`config.mk`:
```
export PLATFORM = sky130hd
export DESIGN_NAME = ram_wr_seq_flat
export DESIGN_NICKNAME = d
export VERILOG_FILES = /design/src/rtl/ram_wr_seq_if.sv /design/src/rtl/ram_wr_seq.sv /design/src/flat_wrapper.sv
export SDC_FILE = /design/constraint.sdc
export NUM_CORES = 1
export LEC_CHECK = 0
export CORE_MARGIN = 4
export CORE_UTILIZATION = 29
export CTS_CLUSTER_DIAMETER = 80
export DETAILED_ROUTE_END_ITERATION = 8
export PLACE_DENSITY = 0.46
export SLEW_MARGIN = 30
export SYNTH_ARGS = -nofsm -noshare
export SYNTH_HDL_FRONTEND = slang
export SYNTH_SLANG_ARGS = --single-unit
```
`constraint.sdc`:
```
create_clock -name clk_50 -period 3.3 [get_ports clk_50]
set_input_delay 0.33 -clock clk_50 [delete_from_list [all_inputs] [get_ports clk_50]]
set_output_delay 0.33 -clock clk_50 [all_outputs]
set_load 0.1 [all_outputs]
```
`src/rtl/ram_wr_seq_if.sv`:
```
// ============================================================================
// Module   : ram_wr_seq_if
// Brief    : Producer handshake and RAM write-port bundle for ram_wr_seq.
// Revision : 1.0 - initial release
// ============================================================================
`default_nettype none

interface ram_wr_seq_if #(
  parameter int ADDR_W = 11,
  parameter int DATA_W = 8
);
  logic              in_valid;
  logic [DATA_W-1:0] in_data;
  logic              in_ready;
  logic              clr_addr;
  logic              ram_wr_n;
  logic [DATA_W-1:0] ram_data;
  logic [ADDR_W-1:0] ram_addr;
  logic              busy;
  logic              addr_wrap;

  modport master (
    output in_valid, in_data, clr_addr,
    input  in_ready, ram_wr_n, ram_data, ram_addr, busy, addr_wrap
  );

  modport slave (
    input  in_valid, in_data, clr_addr,
    output in_ready, ram_wr_n, ram_data, ram_addr, busy, addr_wrap
  );
endinterface

`default_nettype wire

```
`src/rtl/ram_wr_seq.sv`:
```
// ============================================================================
// Module   : ram_wr_seq
// Brief    : FIFO-buffered, timed active-low write sequencer filling RAM downward.
// Revision : 1.0 - initial release
// ============================================================================
`default_nettype none

module ram_wr_seq #(
  parameter int                ADDR_W     = 11,
  parameter int                DATA_W     = 8,
  parameter logic [ADDR_W-1:0] START_ADDR = 11'h7FF,
  parameter int                SETUP_CYC  = 1,
  parameter int                PULSE_CYC  = 2,
  parameter int                HOLD_CYC   = 1,
  parameter int                FIFO_DEPTH = 4
) (
  input  logic         clk_50,
  input  logic         reset_n,
  ram_wr_seq_if.slave  bus
);

  localparam int PTR_W   = $clog2(FIFO_DEPTH);
  localparam int MAX_AB  = (SETUP_CYC > PULSE_CYC) ? SETUP_CYC : PULSE_CYC;
  localparam int MAX_CYC = (MAX_AB > HOLD_CYC) ? MAX_AB : HOLD_CYC;
  localparam int CYC_W   = $clog2(MAX_CYC + 1);

  typedef enum logic [1:0] {
    S_IDLE   = 2'd0,
    S_SETUP  = 2'd1,
    S_STROBE = 2'd2,
    S_HOLD   = 2'd3
  } state_t;

  state_t            state_q;
  logic [CYC_W-1:0]  cyc_q;
  logic              wr_n_q;
  logic [DATA_W-1:0] data_q;
  logic [ADDR_W-1:0] addr_q;
  logic [ADDR_W-1:0] addr_cnt_q;
  logic              clr_pend_q;
  logic              wrap_q;

  logic [DATA_W-1:0] mem_q [FIFO_DEPTH];
  logic [PTR_W-1:0]  wr_ptr_q;
  logic [PTR_W-1:0]  rd_ptr_q;
  logic [PTR_W:0]    count_q;
  logic [PTR_W:0]    count_d;

  logic full;
  logic empty;
  logic push;
  logic pop;

  // Full is taken from the registered count only, so a same-cycle pop never admits a push.
  assign full  = (count_q == (PTR_W + 1)'(FIFO_DEPTH));
  assign empty = (count_q == '0);
  assign push  = bus.in_valid && !full;
  assign pop   = (state_q == S_IDLE) && !empty;

  always_comb begin
    count_d = count_q;
    if (push && !pop) begin
      count_d = count_q + (PTR_W + 1)'(1);
    end else if (!push && pop) begin
      count_d = count_q - (PTR_W + 1)'(1);
    end
  end

  always_ff @(posedge clk_50) begin
    if (push) begin
      mem_q[wr_ptr_q] <= bus.in_data;
    end
  end

  always_ff @(posedge clk_50 or negedge reset_n) begin
    if (!reset_n) begin
      wr_ptr_q <= '0;
      rd_ptr_q <= '0;
      count_q  <= '0;
    end else begin
      if (push) wr_ptr_q <= wr_ptr_q + PTR_W'(1);
      if (pop)  rd_ptr_q <= rd_ptr_q + PTR_W'(1);
      count_q <= count_d;
    end
  end

  always_ff @(posedge clk_50 or negedge reset_n) begin
    if (!reset_n) begin
      state_q    <= S_IDLE;
      cyc_q      <= '0;
      wr_n_q     <= 1'b1;
      data_q     <= '0;
      addr_q     <= START_ADDR;
      addr_cnt_q <= START_ADDR;
      clr_pend_q <= 1'b0;
      wrap_q     <= 1'b0;
    end else begin
      wrap_q <= 1'b0;
      case (state_q)
        S_IDLE: begin
          if (bus.clr_addr) addr_cnt_q <= START_ADDR;
          if (!empty) begin
            data_q  <= mem_q[rd_ptr_q];
            addr_q  <= addr_cnt_q;
            cyc_q   <= '0;
            state_q <= S_SETUP;
          end
        end
        S_SETUP: begin
          if (bus.clr_addr) clr_pend_q <= 1'b1;
          if (cyc_q == CYC_W'(SETUP_CYC - 1)) begin
            cyc_q   <= '0;
            wr_n_q  <= 1'b0;
            state_q <= S_STROBE;
          end else begin
            cyc_q <= cyc_q + CYC_W'(1);
          end
        end
        S_STROBE: begin
          if (bus.clr_addr) clr_pend_q <= 1'b1;
          if (cyc_q == CYC_W'(PULSE_CYC - 1)) begin
            cyc_q   <= '0;
            wr_n_q  <= 1'b1;
            state_q <= S_HOLD;
          end else begin
            cyc_q <= cyc_q + CYC_W'(1);
          end
        end
        S_HOLD: begin
          if (cyc_q == CYC_W'(HOLD_CYC - 1)) begin
            cyc_q   <= '0;
            state_q <= S_IDLE;
            // A reload request wins over both decrement and wrap.
            if (bus.clr_addr || clr_pend_q) begin
              addr_cnt_q <= START_ADDR;
              clr_pend_q <= 1'b0;
            end else if (addr_cnt_q == '0) begin
              addr_cnt_q <= START_ADDR;
              wrap_q     <= 1'b1;
            end else begin
              addr_cnt_q <= addr_cnt_q - ADDR_W'(1);
            end
          end else begin
            if (bus.clr_addr) clr_pend_q <= 1'b1;
            cyc_q <= cyc_q + CYC_W'(1);
          end
        end
        default: state_q <= S_IDLE;
      endcase
    end
  end

  assign bus.in_ready  = !full;
  assign bus.busy      = (state_q != S_IDLE) || !empty;
  assign bus.ram_wr_n  = wr_n_q;
  assign bus.ram_data  = data_q;
  assign bus.ram_addr  = addr_q;
  assign bus.addr_wrap = wrap_q;

endmodule

`default_nettype wire

```
`src/flat_wrapper.sv`:
```
// flat-port wrapper written by rule: the top's interface ports become plain ports
module ram_wr_seq_flat 
#(
  parameter int                ADDR_W     = 11,
  parameter int                DATA_W     = 8,
  parameter logic [ADDR_W-1:0] START_ADDR = 11'h7FF,
  parameter int                SETUP_CYC  = 1,
  parameter int                PULSE_CYC  = 2,
  parameter int                HOLD_CYC   = 1,
  parameter int                FIFO_DEPTH = 4
)
  (clk_50, reset_n, bus_in_valid, bus_in_data, bus_clr_addr, bus_in_ready, bus_ram_wr_n, bus_ram_data, bus_ram_addr, bus_busy, bus_addr_wrap);
  ram_wr_seq_if #(.ADDR_W(ADDR_W), .DATA_W(DATA_W)) bus_i ();
  input  logic clk_50;
  input  logic reset_n;
  input wire logic [$bits(bus_i.in_valid)-1:0] bus_in_valid;
  input wire logic [$bits(bus_i.in_data)-1:0] bus_in_data;
  input wire logic [$bits(bus_i.clr_addr)-1:0] bus_clr_addr;
  output wire logic [$bits(bus_i.in_ready)-1:0] bus_in_ready;
  output wire logic [$bits(bus_i.ram_wr_n)-1:0] bus_ram_wr_n;
  output wire logic [$bits(bus_i.ram_data)-1:0] bus_ram_data;
  output wire logic [$bits(bus_i.ram_addr)-1:0] bus_ram_addr;
  output wire logic [$bits(bus_i.busy)-1:0] bus_busy;
  output wire logic [$bits(bus_i.addr_wrap)-1:0] bus_addr_wrap;
  assign bus_i.in_valid = bus_in_valid;
  assign bus_i.in_data = bus_in_data;
  assign bus_i.clr_addr = bus_clr_addr;
  assign bus_in_ready = bus_i.in_ready;
  assign bus_ram_wr_n = bus_i.ram_wr_n;
  assign bus_ram_data = bus_i.ram_data;
  assign bus_ram_addr = bus_i.ram_addr;
  assign bus_busy = bus_i.busy;
  assign bus_addr_wrap = bus_i.addr_wrap;
  ram_wr_seq #(.ADDR_W(ADDR_W), .DATA_W(DATA_W), .START_ADDR(START_ADDR), .SETUP_CYC(SETUP_CYC), .PULSE_CYC(PULSE_CYC), .HOLD_CYC(HOLD_CYC), .FIFO_DEPTH(FIFO_DEPTH)) u_core (.clk_50(clk_50), .reset_n(reset_n), .bus(bus_i));
endmodule
```
==> metrics.yaml <==
setup_viol: 0
p_comb_share_pct: 40.9
synth_fa_ha_area_share_pct: 6.18
timing.fmax_mhz: 431
hold_viol_final: 0
ys_ff_latch: 76
syn_avg_cell_area_um2: 14.6
io_pins: 35
yosys.area_share.simple_pct: 9.16
die_x_um: 116
fin_crit_ns: 2.32
setup_tns_ns: 0
fin_crit_sh_pct: 70.3
ctsResizeCount: 0
synth_compound_area_share_pct: 5.10
synth_fp_nets: 258
gr-total-overflow: 0
fp-row-count: 39
cp_max_fo: 2
synthMostInstantiatedCell: "edfxtp_1"
power_density_nw_per_um2: 977
synth_area_leaders: "edfxtp_1 (29%), dfstp_2 (18%), dfrtp_1 (16%)"
cts_inserted_buffers: 9
synth_top_family_by_area: "multiplexers"
drive_above_1_share_pct: 27.7
seqPwrFrac_pct: 35.3
gp_congestion: 0.684
drc: 0
dp_hpwl_um: 4260
cts_setup_buffers: 0
crit_family: "buffers and inverters"
placedCellCount: 401
path_class: "flop to output pin"
grt_util_met1_pct: 13.3
ys_types: 44
core-area_um2: 11400
synth.yosys.warnings: 0
finalNetCount: 297
yosysSeqAreaShare_pct: 62.2
antenna_found_initial: 0
yosysTopAreaCell: "edfxtp_1"
r2r-start: "u_core.count_q[0]"
grt_max_degree: 34
h-tree-depth: 3
status: "finished clean"
hp-class: "primary input to asynchronous set/reset pin"
use_met2_pct: 17.0
slew_headroom_pct: 34.6
peakVddDrop_v: 0.000672
routed_wirelength_um: 6380
netlist_area_um2: 3360
tritoncts_num_sinks: 76
p_sw_mw: 1.63
slew_viol_final: 0
worstPathCellList: "clkdlybuf4s50_1"
muxShareOfSynthArea_pct: 12.2
slowest_delay_ns: 1.13
wire_per_inst_um: 15.3
fin_worst_skew_ns: 0.00626
tritoncts: "built"
rsz0062_at_grt: "false"
fill_cells: 1078
clk_latency_ns: 0.33
vias: 1899
drt.antenna.violating_nets: 0
area_delta_synth_final_pct: 23.3
worst_path_max_delay_cell: "clkdlybuf4s50_1"
diodes: 0
stdcell_count: 417
crit_start: "u_core.bus.ram_addr[9]"
initial_core_util_pct: 29.5
maxCapViolations: 0
synthTopCellsByCount: "edfxtp_1 (32), dfstp_2 (23), dfrtp_1 (21), mux2_2 (19), ha_1 (15)"
start_kind: "flop"
grt_pass1_wl_um: 10800
postCtsHoldBufs: 0
pwr-share-clk_pct: 23.9
use_met3_pct: 4.07
synthArstFlopShare_pct: 57.9
drtIter0Drc: 54
max_slew.worst_pin.slew_ns: 0.978
io_buffers: 34
cts.path.max_buffers: 2
p_int_mw: 2.42
synth-xor-area-share_pct: 2.61
endpoint_kind: "output pin"
dieArea_um2: 13400
crit_buf_inv: 1
gr-usage-all-layers_pct: 10.5
first_pass_iters: 4
grt_pass1_vias: 2064
worstPathArrival_ns: 1.99
yosysTopAreaCellShare_pct: 28.6
cp.required_ns: 2.97
clockRootBuffer: "clkbuf_16"
p_leak_nw: 1.55
syn_inst: 230
busiest_layer: "met2"
via_per_inst: 4.55
dominantRegCellSynth: "edfxtp_1"
clk_pin_slew_ns: 0.06
die_y_um: 116
synth_enable_flop_cells: 32
p_sw_share_pct: 40.2
[cells in the final DEF, fill, tap and decap left out, drive strengths merged, types with 5 or more instances in the layout]
cell type | netlist | routed
buf | 5 | 5
a31oi | 7 | 7
inv | 13 | 13
edfxtp | 32 | 32
mux2 | 20 | 20
ha | 15 | 15
dfstp | 23 | 23
clkbuf | 3 | 11
clkdlybuf4s50 | 0 | 31
nor2 | 8 | 8
dfrtp | 21 | 21
mux4 | 8 | 8
xor2 | 7 | 7
nand3 | 5 | 5
nand2 | 11 | 11
[metal layers]
layer / share of wire (%) / vias up
met5: 0 / -
met4: 1.2 / 0
met3: 3.9 / 9
met2: 48 / 30
met1: 47 / 935
li1: - / 925
[flip-flops by register name, indices dropped and copies added, names as in the netlist]
name and count:
u_core.wr_ptr_q 2, u_core.count_q 3, u_core.bus.ram_wr_n 1, u_core.addr_cnt_q 11, u_core.bus.ram_data 8, u_core.rd_ptr_q 2
u_core.bus.ram_addr 11, u_core.cyc_q 2, u_core.bus.addr_wrap 1, u_core.state_q 2, u_core.mem_q 32, u_core.clr_pend_q 1
[final timing paths]
kind	endpoint	slack, ns	cells past startpoint
worst max-delay path	bus_ram_addr[9]	0.98	1
max in group asynchronous	u_core.bus.ram_addr[6]	2.46	2
min in group clk_50	u_core.bus.addr_wrap	0.46	1
worst min-delay path	u_core.cyc_q[0]	0.08	1
worst max register to register	u_core.count_q[2]	1.21	8
worst min register to register	u_core.bus.addr_wrap	0.46	1
[power by group through the flow]
stage,registers [mW],logic [mW],clock network [mW]
floorplan,1.89,0.844,0
global placement,1.45,1.67,0
detailed placement,1.45,1.68,0
CTS,1.44,1.68,1.00
global route,1.47,1.78,1.05
finish,1.43,1.65,0.966
[stage by stage]
stage	worst slack [ns]	area [um2]	utilization, %	power, mW	hold slack, ns
2_1_floorplan	0.701	3360	-	2.74	0.0344
3_3_place_gp	1.10	3850	33.8	3.12	0.447
3_5_place_dp	1.04	3850	33.8	3.13	0.447
4_1_cts	0.949	4140	36.4	4.12	0.116
5_1_grt	0.928	4140	36.4	4.30	0.139
6_report	0.981	4140	36.4	4.05	0.0776
[cells by family (layout without fill, tap and decap cells)]
family | after synthesis | in the layout
AO/OA/AOI/OAI | 25 | 25
XOR/XNOR | 10 | 10
adder cells (fa/ha/maj) | 16 | 16
buffers and inverters | 21 | 65
flip-flops | 76 | 76
multiplexers | 28 | 28
AND/OR/NAND/NOR | 54 | 54
[area by class of cell]
type / instances / area, um2 / area share [%]
Timing Repair Buffer: 36 / 345 / 8.34
Clock buffer: 11 / 233 / 5.62
Tap cell: 143 / 179 / 4.32
Multi-Input combinational cell: 133 / 1180 / 28.6
Clock inverter: 5 / 62.6 / 1.51
Sequential cell: 76 / 2090 / 50.5
Inverter: 13 / 48.8 / 1.18
Power figures use the tool's default switching activity.
